`config.mk`:
```
export PLATFORM = sky130hd
export DESIGN_NAME = led_pwm_bank_flat
export DESIGN_NICKNAME = d
export VERILOG_FILES = /design/src/rtl/led_pwm_bank_if.sv /design/src/rtl/led_pwm_bank.sv /design/src/flat_wrapper.sv
export SDC_FILE = /design/constraint.sdc
export NUM_CORES = 1
export LEC_CHECK = 0
export BUFFER_PORTS_ARGS = -buffer_cell sky130_fd_sc_hd__buf_4
export CAP_MARGIN = 20
export CORE_MARGIN = 1
export CORE_UTILIZATION = 40
export CTS_CLUSTER_DIAMETER = 80
export DETAILED_ROUTE_END_ITERATION = 12
export GPL_TIMING_DRIVEN = 0
export PLACE_DENSITY_LB_ADDON = 0.1
export SETUP_SLACK_MARGIN = 0.4
export SLEW_MARGIN = 20
export SYNTH_ARGS = -nofsm -noshare
export SYNTH_HDL_FRONTEND = slang
export SYNTH_HIERARCHICAL = 1
export SYNTH_SLANG_ARGS = --single-unit
```
`constraint.sdc`:
```
create_clock -name clk -period 13.92 [get_ports clk]
set_input_delay 1.392 -clock clk [delete_from_list [all_inputs] [get_ports clk]]
set_output_delay 1.392 -clock clk [all_outputs]
set_load 0.02 [all_outputs]
```
`src/rtl/led_pwm_bank_if.sv`:
```
// Avalon-MM slave bus bundle for led_pwm_bank: word address, write/read strobes, data.
interface led_pwm_bank_if #(parameter int ADDR_W = 4);
  logic [ADDR_W-1:0] avs_address;
  logic              avs_write;
  logic [31:0]       avs_writedata;
  logic              avs_read;
  logic [31:0]       avs_readdata;

  modport master (output avs_address, avs_write, avs_writedata, avs_read,
                  input  avs_readdata);
  modport slave  (input  avs_address, avs_write, avs_writedata, avs_read,
                  output avs_readdata);
endinterface

```
`src/rtl/led_pwm_bank.sv`:
```
// N_CH-channel LED PWM/blink bank behind an Avalon-MM slave; settings are shadowed at frame end.
// Optional LED_BREATHE_EN: mode 3 with CH[c][31] set ramps duty 0->duty->0 per frame.
module led_pwm_lane #(
  parameter int PWM_BITS = 8
) (
  input  logic                clk,
  input  logic                reset_n,
  input  logic                frame_end,
  input  logic                en,
  input  logic [1:0]          mode_nxt,
  input  logic [PWM_BITS-1:0] duty_nxt,
  input  logic [15:0]         hp_nxt,
  input  logic [PWM_BITS-1:0] pwm_cnt,
  output logic                led
);
  logic [1:0]          mode_sh;
  logic [PWM_BITS-1:0] duty_sh, eff_duty;
  logic [15:0]         hp_sh, half, bcnt;
  logic                phase, blink_act, pwm_on;

`ifdef LED_BREATHE_EN
  logic                breathe, fall;
  logic [PWM_BITS-1:0] ramp;
  assign breathe   = (mode_sh == 2'd3) && hp_sh[15];
  assign half      = {1'b0, hp_sh[14:0]};
  assign eff_duty  = breathe ? ramp : duty_sh;
  assign blink_act = (mode_sh == 2'd3) && (half != '0) && !breathe;

  // Triangle ramp: each endpoint is held for exactly one frame before turning.
  always_ff @(posedge clk or negedge reset_n) begin
    if (!reset_n) begin
      ramp <= '0;
      fall <= 1'b0;
    end else if (!breathe || (frame_end && duty_sh == '0)) begin
      ramp <= '0;
      fall <= 1'b0;
    end else if (frame_end) begin
      if (!fall) begin
        if (ramp >= duty_sh) begin
          fall <= 1'b1;
          ramp <= ramp - 1'b1;
        end else ramp <= ramp + 1'b1;
      end else begin
        if (ramp == '0) begin
          fall <= 1'b0;
          ramp <= ramp + 1'b1;
        end else ramp <= ramp - 1'b1;
      end
    end
  end
`else
  assign half      = hp_sh;
  assign eff_duty  = duty_sh;
  assign blink_act = (mode_sh == 2'd3) && (half != '0);
`endif

  assign pwm_on = pwm_cnt < eff_duty;

  always_ff @(posedge clk or negedge reset_n) begin
    if (!reset_n) begin
      mode_sh <= '0;
      duty_sh <= '0;
      hp_sh   <= '0;
      bcnt    <= '0;
      phase   <= 1'b1;
      led     <= 1'b0;
    end else begin
      if (frame_end) begin
        mode_sh <= mode_nxt;
        duty_sh <= duty_nxt;
        hp_sh   <= hp_nxt;
      end
      // Blink state follows the mode of the frame that is ending.
      if (!blink_act) begin
        bcnt  <= '0;
        phase <= 1'b1;
      end else if (frame_end) begin
        if (bcnt == half - 16'd1) begin
          bcnt  <= '0;
          phase <= ~phase;
        end else bcnt <= bcnt + 16'd1;
      end
      unique case (mode_sh)
        2'd0:    led <= 1'b0;
        2'd1:    led <= en;
        2'd2:    led <= en & pwm_on;
        default: led <= en & pwm_on & phase;
      endcase
    end
  end
endmodule

module led_pwm_bank #(
  parameter int N_CH     = 8,
  parameter int PWM_BITS = 8,
  parameter int ADDR_W   = 4
) (
  input  logic                clk,
  input  logic                reset_n,
  led_pwm_bank_if.slave       bus,
  output logic [N_CH-1:0]     leds
);
  localparam logic [ADDR_W-1:0] A_CTRL = '0;
  localparam logic [ADDR_W-1:0] A_PRE  = ADDR_W'(1);

  logic                       en, en_nxt, en_sh, flag;
  logic [15:0]                prescale, cnt;
  logic [PWM_BITS-1:0]        pwm_cnt;
  logic [N_CH-1:0][31:0]      ch_reg, ch_nxt;
  logic [31:0]                rd_val, rdata;
  logic                       tick, frame_end;

  assign tick      = (cnt == prescale);
  assign frame_end = tick && (&pwm_cnt);
  assign bus.avs_readdata = rdata;

  // Register values as they will be after this cycle's write, so a write
  // landing on the frame-end cycle is what the shadows pick up.
  always_comb begin
    en_nxt = en;
    ch_nxt = ch_reg;
    if (bus.avs_write) begin
      if (bus.avs_address == A_CTRL) en_nxt = bus.avs_writedata[0];
      for (int c = 0; c < N_CH; c++)
        if (bus.avs_address == ADDR_W'(c + 2)) ch_nxt[c] = bus.avs_writedata;
    end
  end

  always_comb begin
    rd_val = '0;
    if (bus.avs_address == A_CTRL)     rd_val = {30'd0, flag, en};
    else if (bus.avs_address == A_PRE) rd_val = {16'd0, prescale};
    for (int c = 0; c < N_CH; c++)
      if (bus.avs_address == ADDR_W'(c + 2)) rd_val = ch_reg[c];
  end

  always_ff @(posedge clk or negedge reset_n) begin
    if (!reset_n) begin
      en       <= 1'b0;
      en_sh    <= 1'b0;
      flag     <= 1'b0;
      prescale <= '0;
      ch_reg   <= '0;
      cnt      <= '0;
      pwm_cnt  <= '0;
      rdata    <= '0;
    end else begin
      en     <= en_nxt;
      ch_reg <= ch_nxt;
      if (bus.avs_write && bus.avs_address == A_PRE) prescale <= bus.avs_writedata[15:0];
      if (frame_end) en_sh <= en_nxt;
      // ">=" lets a PRESCALE lowered below cnt wrap immediately.
      cnt <= (cnt >= prescale) ? '0 : cnt + 16'd1;
      if (tick) pwm_cnt <= pwm_cnt + 1'b1;
      if (frame_end) flag <= 1'b1;
      else if (bus.avs_read && bus.avs_address == A_CTRL) flag <= 1'b0;
      if (bus.avs_read) rdata <= rd_val;
    end
  end

  for (genvar c = 0; c < N_CH; c++) begin : g_lane
    led_pwm_lane #(.PWM_BITS(PWM_BITS)) u_lane (
      .clk      (clk),
      .reset_n  (reset_n),
      .frame_end(frame_end),
      .en       (en_sh),
      .mode_nxt (ch_nxt[c][1:0]),
      .duty_nxt (ch_nxt[c][PWM_BITS+7:8]),
      .hp_nxt   (ch_nxt[c][31:16]),
      .pwm_cnt  (pwm_cnt),
      .led      (leds[c])
    );
  end
endmodule

```
`src/flat_wrapper.sv`:
```
// flat-port wrapper written by rule: the top's interface ports become plain ports
module led_pwm_bank_flat 
#(
  parameter int N_CH     = 8,
  parameter int PWM_BITS = 8,
  parameter int ADDR_W   = 4
)
  (clk, reset_n, leds, bus_avs_address, bus_avs_write, bus_avs_writedata, bus_avs_read, bus_avs_readdata);
  led_pwm_bank_if #(.ADDR_W(ADDR_W)) bus_i ();
  input  logic clk;
  input  logic reset_n;
  output logic [N_CH-1:0] leds;
  input wire logic [$bits(bus_i.avs_address)-1:0] bus_avs_address;
  input wire logic [$bits(bus_i.avs_write)-1:0] bus_avs_write;
  input wire logic [$bits(bus_i.avs_writedata)-1:0] bus_avs_writedata;
  input wire logic [$bits(bus_i.avs_read)-1:0] bus_avs_read;
  output wire logic [$bits(bus_i.avs_readdata)-1:0] bus_avs_readdata;
  assign bus_i.avs_address = bus_avs_address;
  assign bus_i.avs_write = bus_avs_write;
  assign bus_i.avs_writedata = bus_avs_writedata;
  assign bus_i.avs_read = bus_avs_read;
  assign bus_avs_readdata = bus_i.avs_readdata;
  led_pwm_bank #(.N_CH(N_CH), .PWM_BITS(PWM_BITS), .ADDR_W(ADDR_W)) u_core (.clk(clk), .reset_n(reset_n), .bus(bus_i), .leds(leds));
endmodule
```
==> impl_metrics.toml, run 1 <==
[worst_setup_path]
critical-path-max-stage-delay_ns = 0.63
critical_path.reg2reg.startpoint = "u_core/prescale[8]$_DFFE_PN0P_"
worst-r2r-setup-slack_ns = 9.06
worst-endpoint-required_ns = 14.48
worst-r2r-cell-count = 14
cp_num_buf_inv = 6
path_delay_family = "buffers and inverters"
worstPathCellList = "inv_1 -> ha_1 -> nand4_1 -> or4_1 -> nor3_1 -> nand2_1 -> nor3_2 -> buf_4 -> buf_4 -> clkbuf_1 -> buf_1 -> clkbuf_1 -> nand2_1 -> o21ai_0"
cp-end-kind = "flop"
critical-path-slowest-cell = "buf_1"
worstReg2RegEnd = "u_core/g_lane[3].u_lane/duty_sh[6]$_DFFE_PN0P_"
worstSetupPathType = "reg -> reg"
crit_path_max_fanout = 10
crit_path_start_kind = "flop"
critical_path_arrival_ns = 5.42

[synth]
post_synth.cell_area_avg_sq_um = 10.9
synthesized_area_fraction_occupied_by_ao_oa_aoi_and_oai_cells = 0.115
ys.flop_type = "dfrtp_1"
synthArstFlopShare = 1.00
synthSimpleGateAreaFrac = 0.149
synth_top_family_by_area = "simple AND/OR/NAND/NOR gates"
ys_seq_elements = 683
synthXorXnorAreaFrac = 0.0616
synth_cell_type_count = 94
synth_area_sq_um = 36800
post_synth_fa_ha_maj_area_fraction = 0.0306
ys.warnings.count = 6
synthesis.instances = 3389
sequential_cell_area_fraction_in_the_yosys_report = 0.464
multiplexer_fraction_of_the_synthesized_cell_area = 0.139
synth_enable_flop_cells = 0
syn_nets = 3519

[sta]
timing.clock.skew_ns = 0.0294
setup_tns_ns = 0
max_freq_ghz = 0.206
maxSlewViolCount = 0
layout_min_cycle_time_ns = 4.86
slew_headroom = 0.362
grt_setup_unrepaired = "false"
period_share = 0.349
finalHoldViolCount = 0
max_slew.worst_pin.slew_ns = 0.957
report.final.setup_viol = 0

[cts]
cts.root.buffer_cell = "clkbuf_16"
total_setup_buffers_inserted_after_cts = 0
cts_buffers = 81
post_cts_hold_buffer_count = 0
clock_latency_on_the_worst_skew_pair_ns = 0.66
maximum_number_of_buffers_from_clock_root_to_sink = 3
cts_tree = "done"
clk_pin_slew_ns = 0.06
htreeDepth = 3
post_cts.resized_instances = 0
cts_sinks = 683

[global_routing]
first_pass_grt_wire_length_um = 177000
antenna_found_initial = 4
largest_net_degree_at_the_start_of_global_routing = 101
overall_global_routing_resource_usage = 0.251
first_global_vias = 28000
grt_overflow = 0

[route]
route.layer.met1.wl_um = 53800
vias_per_cell = 5.68
highest_layer = "met5"
antenna_violating_nets_post_route = 0
dr_total_vias = 27300
routed-wl-met2_um = 54800
drt_wl_total_um = 117000
first_iter_violations = 2124
wl_per_cell_um = 24.3
detailroute.wirelength.met3_um = 4810
drt_first_pass_iters = 5
route.detailed.drc = 0

[hold_path]
worstHoldEndpoint = "u_core/ch_reg[133]$_DFFE_PN0P_"
hp_start = "u_core/ch_reg[133]$_DFFE_PN0P_"
whs_path_depth = 1
min_path_type = "reg -> reg"

[floorplan]
die_width_um = 305
dieHeight_um = 305
placement_rows = 110
start_util = 0.407
coreArea_sq_um = 90600
design.die.area_sq_um = 93300
pin_count = 80

[finish]
multiInputGateArea_sq_um = 18300
layout_stage_area_growth_over_the_synthesis_result_pct = 14.3
register_area_sq_um = 17100
design.final.nets = 3692
layout_utilization = 0.465
largest_reg_flops = 256
fillerInstances = 8385
share_of_layout_cells_above_drive_strength_1 = 0.235

[pwr]
cellPowerDensity_nw_per_um2 = 128
vdd_drop_max_uv = 106
power_leakage_nw = 18.3

[run]
drv.max_cap_violation_count = 0

[placed_design]
final_hpwl_from_detailed_placement_um = 89000
io_buffer_count = 78
globalplace.congestion = 0.918

[run_status]
run_status = "finished clean"
[how the worst max path moves through the flow]
stage	start	to	slack (ns)	cells after the start
floorplan	u_core/cnt[9]$_DFF_PN0_	u_core/g_lane[4].u_lane/bcnt[10]$_DFFE_PN0P_	9.24	13
global placement	reset_n	u_core/g_lane[5].u_lane/bcnt[6]$_DFFE_PN0P_	3.71	1
detailed placement	u_core/prescale[8]$_DFFE_PN0P_	u_core/g_lane[3].u_lane/half[3]$_DFFE_PN0P_	9.14	14
CTS	u_core/prescale[8]$_DFFE_PN0P_	u_core/g_lane[3].u_lane/duty_sh[6]$_DFFE_PN0P_	9.08	14
global route	u_core/prescale[8]$_DFFE_PN0P_	u_core/g_lane[3].u_lane/duty_sh[7]$_DFFE_PN0P_	8.80	14
finish	u_core/prescale[8]$_DFFE_PN0P_	u_core/g_lane[3].u_lane/duty_sh[6]$_DFFE_PN0P_	9.06	14
[placed cells by master (no fill, tap or decap), types with 27 or more instances in the layout]
cell type  count
nand2_1      211
mux2i_1       27
xnor2_1      180
o22ai_1       32
nand2b_1      72
nand3_1       66
a21oi_1       68
buf_2         44
clkbuf_1     101
nor2_1       177
buf_4         90
ha_1          90
nor2_2        47
a22oi_1       30
o211ai_1      37
nor3_1        60
dfrtp_1      675
nand4_1       49
clkbuf_16     83
mux2_2       419
xor2_1        79
and3_1        53
nor4_1        34
nand3b_1      45
inv_1        153
o21ai_0      186
[cells by family (layout without fill, tap and decap cells)]
group	after synthesis	count (layout)
adder cells (fa/ha/maj)	90	90
multiplexers	456	456
XOR/XNOR	259	259
AO/OA/AOI/OAI	601	601
buffers and inverters	328	568
AND/OR/NAND/NOR	972	972
other	0	3
flip-flops	683	683
[report_power, final]
| group | switching, mW | internal, mW |
|---|---|---|
| logic | 0.365 | 0.289 |
| clock network | 0.892 | 1.44 |
| registers | 0.209 | 2.20 |
[synth_stat cells (17+ instances only)]
| library cell | count | share of area |
|---|---|---|
| a21oi_1 | 68 | 0.0092 |
| a22oi_1 | 30 | 0.0061 |
| and3_1 | 53 | 0.0090 |
| buf_2 | 44 | 0.0060 |
| clkbuf_1 | 87 | 0.0089 |
| dfrtp_1 | 675 | 0.46 |
| ha_1 | 90 | 0.031 |
| inv_1 | 153 | 0.016 |
| mux2_2 | 419 | 0.13 |
| mux2i_1 | 27 | 0.0073 |
| nand2_1 | 211 | 0.021 |
| nand2b_1 | 72 | 0.012 |
| nand3_1 | 66 | 0.0090 |
| nand3b_1 | 45 | 0.0092 |
| nand4_1 | 49 | 0.0083 |
| nor2_1 | 177 | 0.018 |
| nor2_2 | 47 | 0.0080 |
| nor2b_1 | 25 | 0.0042 |
| nor3_1 | 61 | 0.0083 |
| nor4_1 | 34 | 0.0058 |
| o211ai_1 | 37 | 0.0075 |
| o21ai_0 | 186 | 0.025 |
| o22a_1 | 17 | 0.0040 |
| o22ai_1 | 32 | 0.0054 |
| o31ai_1 | 18 | 0.0037 |
| or3_1 | 21 | 0.0036 |
| xnor2_1 | 180 | 0.043 |
| xor2_1 | 79 | 0.019 |
[through the flow]
step	hold WS (ns)	worst slack (ns)	instance area (sq um)	std cells	total power, mW
6_report	0.505	9.06	42100	4808	5.39
5_1_grt	0.528	8.80	42100	4807	5.60
4_1_cts	0.507	9.08	42100	4805	5.45
3_5_place_dp	0.480	9.14	39100	4655	3.10
3_3_place_gp	0.487	3.71	38900	4643	3.06
2_1_floorplan	0.440	9.24	36800	3389	2.72
[area by class of cell]
cell class              instances  area share
flip-flops and latches        683       0.406
clock buffers                 115      0.0565
multi-input cells            2378       0.434
repair buffers                 90      0.0196
clock inverters                35      0.0137
inverters                     153      0.0136
plain buffers                 175      0.0218
well taps                    1176      0.0349
diodes                          3    0.000178
[per-layer routing]
metal | GRT usage | vias to the layer above
li1 | - | 12500
met1 | 0.348 | 14000
met2 | 0.408 | 673
met3 | 0.0342 | 166
met4 | 0.0732 | 2
met5 | 0 | -
No activity file was read; power rests on OpenSTA's default activity.
==> run 2, diff against run 1 <==
==> constraint.sdc (replaced) <==
create_clock -name clk -period 4.1 [get_ports clk]
set_input_delay 0.41 -clock clk [delete_from_list [all_inputs] [get_ports clk]]
set_output_delay 0.41 -clock clk [all_outputs]
set_load 0.02 [all_outputs]
==> run 2 against run 1 <==
Sequential power grew to 3.4 times the previous value. Sequential cell count stayed put. Clock power rose to 3.1 times the previous value. Routed wire length is 0.72% lower. First-iteration DRC count down 10%. Register-to-register slack worse by 8.7 ns. Clock skew decreased by 0.0050 ns. Die area is the same. Combinational power rose to 3.5 times the previous value. Via count up 0.89%.
==> impl_metrics.toml, run 2 (same netlist as run 1, synthesis figures left out) <==
[finish]
leading_cell_type_in_the_layout_fill_and_taps_excluded = "dfrtp_1"
share_of_layout_cells_above_drive_strength_1 = 0.251
layout_utilization = 0.468
layout_common_cells = "dfrtp_1, mux2_2, nand2_1, o21ai_0, nor2_1"
post_layout_nonfiller_instances = 4836
largest_reg_flops = 256
design_area_sq_um = 42400
design.final.nets = 3725
layout_stage_area_growth_over_the_synthesis_result_pct = 15.0

[run]
drv.max_cap_violation_count = 0

[worst_setup_path]
crit_path_max_fanout = 5
worstSetupStartpoint = "u_core/cnt[9]$_DFF_PN0_"
worst-r2r-setup-slack_ns = 0.37
timing.critical_path.depth = 16
cp-end-kind = "flop"
critical_path_arrival_ns = 4.25
crit_path_start_kind = "flop"
worst-r2r-cell-count = 16
worstReg2RegEnd = "u_core/g_lane[4].u_lane/bcnt[10]$_DFFE_PN0P_"
critical_path.reg2reg.startpoint = "u_core/cnt[9]$_DFF_PN0_"
critical-path-slowest-cell = "or4_4"
critical-path-max-stage-delay_ns = 0.55
worstSetupPathType = "reg -> reg"
timing.critical_path.to = "u_core/g_lane[4].u_lane/bcnt[10]$_DFFE_PN0P_"
path_delay_family = "simple AND/OR/NAND/NOR gates"
worst-endpoint-required_ns = 4.62
path_common_cell = "nor3_4"
cp_num_buf_inv = 5
worstPathCellList = "ha_4 -> nand4_1 -> or4_4 -> nor3_4 -> nand2_2 -> nor3_4 -> buf_8 -> buf_12 -> buf_12 -> clkinvlp_4 -> o311a_4 -> or3b_1 -> buf_6 -> nor3_4 -> xnor2_2 -> nor2_2"

[sta]
finalHoldViolCount = 0
report.final.setup_viol = 0
max_freq_ghz = 0.268
hold-worst-slack_ns = 0.0854
slew_headroom = 0.366
period_share = 0.909
layout_min_cycle_time_ns = 3.73
grt_setup_unrepaired = "true"
max_slew.worst_pin.slew_ns = 0.951
timing.clock.skew_ns = 0.0244
maxSlewViolCount = 0

[floorplan]
start_util = 0.407
placement_rows = 110
die_width_um = 305
design.die.area_sq_um = 93300
coreArea_sq_um = 90600
pin_count = 80
dieHeight_um = 305

[route]
route.detailed.drc = 0
drt_first_pass_iters = 6
dr_total_vias = 27600
route.layer.met1.wl_um = 52900
detailroute.wirelength.met3_um = 5330
wl_per_cell_um = 24.0
first_iter_violations = 1912
routed-wl-met2_um = 53600
drt_wl_total_um = 116000
vias_per_cell = 5.70
antenna_violating_nets_post_route = 0
highest_layer = "met5"

[run_status]
run_status = "finished clean"

[pwr]
total_power_mw = 17.6
comb_power_share = 0.130
power_leakage_nw = 18.4
swShare = 0.272
pwr-share-clk = 0.408
share_seq_of_total_power = 0.462
internal-power_mw = 12.8
vdd_drop_max_uv = 293
cellPowerDensity_nw_per_um2 = 415
netSwitchingPower_mw = 4.79

[placed_design]
globalplace.congestion = 0.947
dpl_cell_area_sq_um = 39100
final_hpwl_from_detailed_placement_um = 87700
io_buffer_count = 78
dp.cells = 4653

[global_routing]
antenna_found_initial = 6
largest_net_degree_at_the_start_of_global_routing = 101
overall_global_routing_resource_usage = 0.249
grt_overflow = 0
first_pass_grt_wire_length_um = 177000
first_global_vias = 28200

[cts]
cts_sinks = 683
cts_tree = "done"
maximum_number_of_buffers_from_clock_root_to_sink = 3
cts.root.buffer_cell = "clkbuf_16"
clk_pin_slew_ns = 0.06
cts_buffers = 81
clock_latency_on_the_worst_skew_pair_ns = 0.64
htreeDepth = 3

[hold_path]
min_path_type = "in -> reg"
==> run 2: how the worst min path moves through the flow <==
stage | start | to | slack, ns | depth (start not counted)
3_3_place_gp | u_core/flag$_DFFE_PN0P_ | u_core/flag$_DFFE_PN0P_ | 0.46 | 2
2_1_floorplan | reset_n | u_core/bus.avs_readdata[0]$_DFFE_PN0P_ | 0.11 | 0
3_5_place_dp | reset_n | u_core/cnt[0]$_DFF_PN0_ | 0.39 | 1
5_1_grt | bus_avs_writedata[3] | u_core/ch_reg[35]$_DFFE_PN0P_ | 0.08 | 3
4_1_cts | bus_avs_writedata[3] | u_core/ch_reg[35]$_DFFE_PN0P_ | 0.06 | 3
6_report | bus_avs_writedata[3] | u_core/ch_reg[35]$_DFFE_PN0P_ | 0.09 | 3
==> run 2: per-stage QoR <==
stage               TNS (ns)  setup slack [ns]
floorplan                  0             0.464
finish                     0             0.371
detailed placement    -14.89            -0.498
global placement    -3690.77             -5.08
CTS                        0             0.396
global route               0             0.254
==> run 2: layer usage <==
| metal | global-route usage | vias up |
|---|---|---|
| met4 | 0.0922 | 2 |
| met5 | 0 | - |
| met2 | 0.399 | 757 |
| met1 | 0.340 | 14000 |
| li1 | - | 12600 |
| met3 | 0.0358 | 199 |
==> run 2: worst min-delay path: stages <==
cell,delay (ns)
buf_4,0.14
nand2_1,0.06
o21ai_0,0.06
==> run 2: layout make-up <==
cell class,count,area [sq um]
antenna,4,10.0
buffer,175,978
clock buffer,124,2390
clock inverter,20,251
fill,8362,48200
inverter,153,589
multi-input combinational,2378,18400
sequential,683,17100
tap,1176,1470
timing repair buffer,123,1140
==> run 2: power by group through the flow <==
stage               Clock [mW]  Sequential [mW]  Combinational [mW]
floorplan                    0             7.93                1.31
global placement             0             8.22                2.15
detailed placement           0             8.23                2.24
CTS                       7.37             8.10                2.30
global route              7.64             8.17                2.48
finish                    7.17             8.11                2.29
==> run 2: what timing repair did <==
item / CTS / global route
setup endpoints to repair: 317 / 113
gates resized for setup: 32 / 53
hold buffers: 1 / 0
buffers inserted: 18 / 16
endpoints found under the hold margin: 58 / 0
pin swaps: 4 / 14
